$ cat src/rtl/memacc_pkg.sv
// memacc_pkg: shared types and constants for the memory access unit.
//   state_t     - FSM state encoding (IDLE, RD0, WR0, RD1, WR1, RESP)
//   ADDR_W_DEF  - default byte address width
//   LANE_LO/HI  - byte lane select (even address = low lane, odd = high lane)
package memacc_pkg;
  localparam int ADDR_W_DEF = 16;

  typedef enum logic [2:0] {
    S_IDLE = 3'd0,
    S_RD0  = 3'd1,
    S_WR0  = 3'd2,
    S_RD1  = 3'd3,
    S_WR1  = 3'd4,
    S_RESP = 3'd5
  } state_t;

  localparam logic LANE_LO = 1'b0;
  localparam logic LANE_HI = 1'b1;
endpackage

$ cat src/rtl/byte_lane_merge.sv
// byte_lane_merge: combinational byte lane helper.
//   i_word/i_ins_lane/i_ins_byte -> o_word : i_word with one lane replaced
//   i_src/i_ext_lane/i_signed    -> o_ext  : one lane of i_src, zero/sign extended
module byte_lane_merge
  import memacc_pkg::*;
(
  input  logic [15:0] i_word,
  input  logic        i_ins_lane,
  input  logic [7:0]  i_ins_byte,
  output logic [15:0] o_word,
  input  logic [15:0] i_src,
  input  logic        i_ext_lane,
  input  logic        i_signed,
  output logic [15:0] o_ext
);
  logic [7:0] w_ext_byte;

  always_comb begin
    o_word = i_word;
    if (i_ins_lane == LANE_HI) o_word[15:8] = i_ins_byte;
    else                       o_word[7:0]  = i_ins_byte;
  end

  assign w_ext_byte = (i_ext_lane == LANE_HI) ? i_src[15:8] : i_src[7:0];
  assign o_ext      = {{8{i_signed & w_ext_byte[7]}}, w_ext_byte};
endmodule

$ cat src/rtl/mem_access_unit.sv
// mem_access_unit: load/store engine driving a word-granular, byte-addressed
// 16-bit data memory. One request at a time (valid/ready), one resp pulse each.
// Byte stores are read-modify-write; unaligned words split into two word accesses.
//   Request : req_valid, req_ready, req_we, req_byte, req_signed, req_addr, req_wdata
//   Response: resp_valid (1-cycle pulse), resp_rdata, resp_err
//   Memory  : addrm (even word address), wmdata, re, we, rwdata (comb read data)
// Optional feature macro MEMACC_ALIGN_TRAP_EN: unaligned word accesses are
// rejected with resp_err=1 and no memory traffic instead of being split.
module mem_access_unit
  import memacc_pkg::*;
#(
  parameter int ADDR_W = ADDR_W_DEF
) (
  input  logic              clock,
  input  logic              reset_n,
  input  logic              req_valid,
  output logic              req_ready,
  input  logic              req_we,
  input  logic              req_byte,
  input  logic              req_signed,
  input  logic [ADDR_W-1:0] req_addr,
  input  logic [15:0]       req_wdata,
  output logic              resp_valid,
  output logic [15:0]       resp_rdata,
  output logic              resp_err,
  output logic [ADDR_W-1:0] addrm,
  output logic [15:0]       wmdata,
  output logic              re,
  output logic              we,
  input  logic [15:0]       rwdata
);
  state_t            r_state, w_next;
  logic              r_we, r_byte, r_signed;
  logic [ADDR_W-1:0] r_addr;
  logic [15:0]       r_wdata, r_buf;
  logic              r_resp_valid;
  logic [15:0]       r_resp_rdata;
  logic [ADDR_W-1:0] w_addr0, w_addr1;
  logic              w_unal, w_req_trap;
  logic              w_ins_lane;
  logic [7:0]        w_ins_byte;
  logic [15:0]       w_merged, w_ext;

  assign w_addr0   = {r_addr[ADDR_W-1:1], 1'b0};
  assign w_addr1   = w_addr0 + ADDR_W'(2);   // wraps past top of memory
  assign w_unal    = ~r_byte & r_addr[0];
  assign req_ready = (r_state == S_IDLE);

`ifdef MEMACC_ALIGN_TRAP_EN
  logic r_resp_err;
  assign w_req_trap = ~req_byte & req_addr[0];
  assign resp_err   = r_resp_err;
`else
  assign w_req_trap = 1'b0;
  assign resp_err   = 1'b0;
`endif

  // WR1 carries the high data byte into the low lane of the second word;
  // WR0 carries the low data byte into the lane picked by addr[0].
  assign w_ins_lane = (r_state == S_WR1) ? LANE_LO : r_addr[0];
  assign w_ins_byte = (r_state == S_WR1) ? r_wdata[15:8] : r_wdata[7:0];

  byte_lane_merge u_merge (
    .i_word     (r_buf),
    .i_ins_lane (w_ins_lane),
    .i_ins_byte (w_ins_byte),
    .o_word     (w_merged),
    .i_src      (rwdata),
    .i_ext_lane (r_addr[0]),
    .i_signed   (r_signed),
    .o_ext      (w_ext)
  );

  always_ff @(posedge clock or negedge reset_n) begin
    if (!reset_n) r_state <= S_IDLE;
    else          r_state <= w_next;
  end

  always_comb begin
    w_next = r_state;
    re     = 1'b0;
    we     = 1'b0;
    addrm  = '0;
    wmdata = '0;
    case (r_state)
      S_IDLE: if (req_valid) begin
        if (w_req_trap)                            w_next = S_RESP;
        else if (req_we & ~req_byte & ~req_addr[0]) w_next = S_WR0;
        else                                       w_next = S_RD0;
      end
      S_RD0: begin
        re    = 1'b1;
        addrm = w_addr0;
        if (r_we)        w_next = S_WR0;
        else if (w_unal) w_next = S_RD1;
        else             w_next = S_RESP;
      end
      S_WR0: begin
        we     = 1'b1;
        addrm  = w_addr0;
        wmdata = (~r_byte & ~r_addr[0]) ? r_wdata : w_merged;
        w_next = w_unal ? S_RD1 : S_RESP;
      end
      S_RD1: begin
        re     = 1'b1;
        addrm  = w_addr1;
        w_next = r_we ? S_WR1 : S_RESP;
      end
      S_WR1: begin
        we     = 1'b1;
        addrm  = w_addr1;
        wmdata = w_merged;
        w_next = S_RESP;
      end
      S_RESP:  w_next = S_IDLE;
      default: w_next = S_IDLE;
    endcase
  end

  always_ff @(posedge clock or negedge reset_n) begin
    if (!reset_n) begin
      r_we         <= 1'b0;
      r_byte       <= 1'b0;
      r_signed     <= 1'b0;
      r_addr       <= '0;
      r_wdata      <= '0;
      r_buf        <= '0;
      r_resp_valid <= 1'b0;
      r_resp_rdata <= '0;
`ifdef MEMACC_ALIGN_TRAP_EN
      r_resp_err   <= 1'b0;
`endif
    end else begin
      if (req_valid && r_state == S_IDLE) begin
        r_we     <= req_we;
        r_byte   <= req_byte;
        r_signed <= req_signed;
        r_addr   <= req_addr;
        r_wdata  <= req_wdata;
      end
      if (re) r_buf <= rwdata;
      r_resp_valid <= (w_next == S_RESP);
      if (w_next == S_RESP) begin
        // Leaving IDLE straight into RESP only happens for a trapped access.
        if (r_state == S_IDLE || r_we) r_resp_rdata <= '0;
        else if (r_state == S_RD1)     r_resp_rdata <= {rwdata[7:0], r_buf[15:8]};
        else if (r_byte)               r_resp_rdata <= w_ext;
        else                           r_resp_rdata <= rwdata;
`ifdef MEMACC_ALIGN_TRAP_EN
        r_resp_err <= (r_state == S_IDLE);
`endif
      end
    end
  end

  assign resp_valid = r_resp_valid;
  assign resp_rdata = r_resp_rdata;
endmodule
$ cat config.mk
export PLATFORM = sky130hd
export DESIGN_NAME = mem_access_unit
export DESIGN_NICKNAME = d
export VERILOG_FILES = /design/src/rtl/memacc_pkg.sv /design/src/rtl/byte_lane_merge.sv /design/src/rtl/mem_access_unit.sv
export SDC_FILE = /design/constraint.sdc
export NUM_CORES = 1
export LEC_CHECK = 0
export ABC_AREA = 1
export BUFFER_PORTS_ARGS = -buffer_cell sky130_fd_sc_hd__clkbuf_2
export CAP_MARGIN = 0
export CORE_ASPECT_RATIO = 0.8
export CORE_MARGIN = 2
export CORE_UTILIZATION = 59
export DETAILED_ROUTE_END_ITERATION = 8
export HOLD_SLACK_MARGIN = 0.06
export PLACE_DENSITY = 0.84
export SETUP_SLACK_MARGIN = 0.15
export SLEW_MARGIN = 30
export SYNTH_ARGS = -nofsm -noshare
export SYNTH_HDL_FRONTEND = slang
export SYNTH_HIERARCHICAL = 1
export SYNTH_SLANG_ARGS = --single-unit
$ cat constraint.sdc
create_clock -name clock -period 2.6 [get_ports clock]
set_input_delay 0.26 -clock clock [delete_from_list [all_inputs] [get_ports clock]]
set_output_delay 0.26 -clock clock [all_outputs]
set_load 0.02 [all_outputs]
==> impl_metrics.env <==
export IMPL_result_of_the_run="finished with violations"
export IMPL_failed_checks="negative hold slack"
export IMPL_post_synth_num_cell_types=27
export IMPL_cts_max_level=3
export IMPL_routedWlPerCell_microns=14.6
export IMPL_gp_congestion=0.941
export IMPL_setup_tns_ns=0
export IMPL_cpLargestDelayFamily="compound AO/OA/AOI/OAI gates"
export IMPL_drt_first_iter_violations=586
export IMPL_syn_inst=682
export IMPL_grt_first_pass_wirelength_microns=20100
export IMPL_number_of_enable_type_register_cells_in_the_synthesized_netlist=0
export IMPL_hold_ws_ns=-0.00533
export IMPL_seq_power_share=0.287
export IMPL_switching_share=0.525
export IMPL_worst_path_max_fanout=19
export IMPL_initial_core_util=0.610
export IMPL_synth_yosys_warnings=6
export IMPL_cpMostUsedCell="sky130_fd_sc_hd__o21ai_0"
export IMPL_placement_rows=28
export IMPL_max_stage_delay_on_crit_path_ns=0.42
export IMPL_timing_fmax_ghz=0.427
export IMPL_cp_start_kind="register"
export IMPL_post_drt_antenna_nets=0
export IMPL_critPathArrivalTime_ns=2.08
export IMPL_criticalPathCategory="reg2out"
export IMPL_residual_drc=0
export IMPL_antenna_cells=0
export IMPL_period_needed_ns=2.34
export IMPL_post_drt_via_cell_ratio=5.46
export IMPL_antenna_violations_before_repair=0
export IMPL_instances_no_fill=877
export IMPL_cts_sink_count=71
export IMPL_peakVddDrop_mv=0.673
export IMPL_syn_to_final_growth_pct=16.7
export IMPL_vias=4788
export IMPL_cts_buffer_depth=2
export IMPL_final_net_count=823
export IMPL_clock_skew_ns=0.0136
export IMPL_route_final_wire_length_microns=12800
export IMPL_die_width_microns=102
export IMPL_synth_avg_cell_area_sq_um=6.64
export IMPL_design_portCount=107
export IMPL_drt_pass1_iter_count=5
export IMPL_postLayoutCoreUtil=0.712
export IMPL_tritoncts_num_buffers=9
export IMPL_finalCritPeriodShare=0.901
export IMPL_ys_dominant_reg_cell="sky130_fd_sc_hd__dfrtp_1"
export IMPL_worstSetupEndpointType="output pin"
export IMPL_path_cells="nor2_4, nand2_4, o21ai_0, inv_1, o21ai_2, nand3_1, o21ai_0, clkbuf_2"
export IMPL_crit_path_top_delay_cell="sky130_fd_sc_hd__dfrtp_1"
export IMPL_die_height_microns=82.3
export IMPL_grt_pass1_vias=4097
export IMPL_total_switching_power_mw=3.77
export IMPL_design_core_area_sq_um=7430
export IMPL_overall_global_routing_resource_usage=0.308
export IMPL_synth_seq_area_share=0.392
export IMPL_power_frac_clock=0.138
export IMPL_maxCapViolations=0
export IMPL_root_buffer="sky130_fd_sc_hd__clkbuf_8"
export IMPL_rsz_0062_raised_after_global_routing="true"
export IMPL_final_layout_size_suffix_gt1_frac=0.207
export IMPL_setup_viol=0
export IMPL_power_per_cell_area_nw_per_um2=1360
export IMPL_timing_final_hold_violations=3
export IMPL_global_route_overflow_total=0
export IMPL_ys_async_sr_fraction=1.00
export IMPL_largest_net_degree_at_the_start_of_global_routing=72
export IMPL_finalMaxSlewViolations=0
export IMPL_required_ns=2.34
export IMPL_clk_latency_ns=0.35
export IMPL_crit_buf_inv=2
export IMPL_p_int_mw=3.41
export IMPL_placed_cells=858
export IMPL_port_buffers=104
export IMPL_slew_limit_headroom=0.567
export IMPL_design_die_area_sq_um=8390
export IMPL_hold_wc_path_type="in2async"
export IMPL_clock_tree_from_tritoncts="done"
export IMPL_clkTransAtPathRegs_ns=0.08
export IMPL_tightest_slew_ns=0.650
export IMPL_synth_area_sq_um=4530
export IMPL_p_leak_nw=2.86
export IMPL_flops_latches_synth=71
export IMPL_place_detailed_hpwl_microns=9160
export IMPL_comb_power_share=0.575
==> worst register-to-register path, cell delays in order (launching register included) <==
cell                      delay (ns)
sky130_fd_sc_hd__dfrtp_1        0.48
sky130_fd_sc_hd__inv_6          0.20
sky130_fd_sc_hd__nand2_1        0.15
sky130_fd_sc_hd__nor2_4         0.12
sky130_fd_sc_hd__buf_4          0.46
sky130_fd_sc_hd__inv_1          0.26
sky130_fd_sc_hd__nand2_1        0.13
sky130_fd_sc_hd__nand2_1        0.06
==> path summary, 6_finish.rpt <==
kind / depth (start not counted) / slack (ns) / startpoint / endpoint
setup / recovery: 8 / 0.26 / r_state[0] / wmdata[6]
hold / removal: 2 / -0.005 / reset_n / r_addr[14]
setup reg to reg: 7 / 0.64 / r_state[2] / r_addr[2]
hold reg to reg: 2 / 0.48 / resp_rdata[5] / resp_rdata[5]
max in group asynchronous: 2 / 2.12 / reset_n / r_addr[0]
min in group clock: 3 / 0.11 / req_addr[8] / r_addr[8]
==> power by group through the flow <==
stage / registers (mW) / clock network [mW] / logic, mW
2_1_floorplan: 2.04 / 0 / 3.03
3_3_place_gp: 2.05 / 0 / 3.87
3_5_place_dp: 2.06 / 0 / 3.96
4_1_cts: 2.05 / 1.00 / 3.99
5_1_grt: 2.11 / 1.05 / 4.61
6_report: 2.06 / 0.994 / 4.13
==> registers in the layout (all words and copies together), names as in the netlist <==
name        count
resp_rdata     16
r_addr         16
resp_valid      1
r_byte          1
r_we            1
r_state         3
r_signed        1
r_wdata        16
r_buf          16
==> logic make-up (layout without fill, tap and decap cells) <==
logic type	after synthesis	count (layout)	share of synthesized area
AOI/OAI and AO/OA	105	105	0.127
DFF	71	71	0.392
and+or+nand+nor	404	404	0.371
adders and majority gates	1	1	0.00276
buffers and inverters	100	189	0.107
other	1	2	0.000828
==> cell usage after synthesis (4+ instances only) <==
library cell	n	area, sq um
sky130_fd_sc_hd__a21oi_1	21	105
sky130_fd_sc_hd__a21oi_2	6	52.6
sky130_fd_sc_hd__buf_2	14	70.1
sky130_fd_sc_hd__buf_4	14	105
sky130_fd_sc_hd__buf_6	5	56.3
sky130_fd_sc_hd__clkbuf_1	10	37.5
sky130_fd_sc_hd__dfrtp_1	71	1780
sky130_fd_sc_hd__inv_1	53	199
sky130_fd_sc_hd__inv_2	4	15.0
sky130_fd_sc_hd__nand2_1	294	1100
sky130_fd_sc_hd__nand3_1	48	240
sky130_fd_sc_hd__nand4_1	20	125
sky130_fd_sc_hd__nor2_1	30	113
sky130_fd_sc_hd__o21ai_0	70	350
==> cell usage in the layout, fill, tap and decap left out <==
| master | n |
|---|---|
| sky130_fd_sc_hd__nand2_1 | 292 |
| sky130_fd_sc_hd__clkbuf_2 | 103 |
| sky130_fd_sc_hd__o21ai_0 | 70 |
| sky130_fd_sc_hd__dfrtp_1 | 70 |
| sky130_fd_sc_hd__inv_1 | 53 |
| sky130_fd_sc_hd__nand3_1 | 47 |
| sky130_fd_sc_hd__nor2_1 | 29 |
| sky130_fd_sc_hd__nand4_1 | 20 |
| sky130_fd_sc_hd__a21oi_1 | 20 |
| sky130_fd_sc_hd__buf_4 | 11 |
| sky130_fd_sc_hd__clkbuf_8 | 10 |
| sky130_fd_sc_hd__a21oi_2 | 7 |
| sky130_fd_sc_hd__nand2_4 | 6 |
| sky130_fd_sc_hd__nand3_2 | 3 |
| sky130_fd_sc_hd__inv_2 | 3 |
| sky130_fd_sc_hd__o21ai_2 | 3 |
| sky130_fd_sc_hd__nor2_4 | 2 |
| sky130_fd_sc_hd__inv_6 | 2 |
| sky130_fd_sc_hd__nor3_1 | 2 |
| sky130_fd_sc_hd__o21bai_1 | 2 |
| sky130_fd_sc_hd__conb_1 | 2 |
| sky130_fd_sc_hd__bufinv_16 | 2 |
| sky130_fd_sc_hd__buf_6 | 2 |
| sky130_fd_sc_hd__nand2_2 | 1 |
| sky130_fd_sc_hd__nand3b_1 | 1 |
| sky130_fd_sc_hd__a22o_1 | 1 |
| sky130_fd_sc_hd__o221ai_1 | 1 |
| sky130_fd_sc_hd__nor2_2 | 1 |
| sky130_fd_sc_hd__o22ai_1 | 1 |
| sky130_fd_sc_hd__ha_1 | 1 |
| sky130_fd_sc_hd__clkinvlp_4 | 1 |
| sky130_fd_sc_hd__clkinv_2 | 1 |
| sky130_fd_sc_hd__buf_2 | 1 |
| sky130_fd_sc_hd__dfrtp_2 | 1 |
==> per-layer routing <==
layer / global-route usage / wire, microns / vias to the layer above
li1: - / - / 2341
met1: 0.443 / 5690 / 2176
met2: 0.476 / 5660 / 234
met3: 0.0665 / 1200 / 37
met4: 0.0800 / 255 / 0
met5: 0 / 0 / -
==> what timing repair did <==
item,CTS,global route
gates resized for setup,3,9
hold buffers,0,0
endpoints found under the hold margin,0,0
setup endpoints to repair,18,30
pin swaps,1,0
buffers inserted,2,2
==> final cells by class <==
class | instances | area, sq um
Multi-Input combinational cell | 512 | 2310
Fill cell | 642 | 2140
Sequential cell | 71 | 1780
Timing Repair Buffer | 117 | 626
Inverter | 57 | 219
Clock buffer | 10 | 138
Tap cell | 105 | 131
Clock inverter | 5 | 81.3
==> metrics by stage <==
stage / area (sq um) / worst slack, ns / power, mW
2_1_floorplan: 4530 / 0.731 / 5.07
3_3_place_gp: 4990 / 0.458 / 5.91
3_5_place_dp: 4990 / 0.376 / 6.02
4_1_cts: 5240 / 0.145 / 7.04
5_1_grt: 5290 / 0.126 / 7.77
6_report: 5290 / 0.257 / 7.18
No activity file was read; power rests on OpenSTA's default activity.
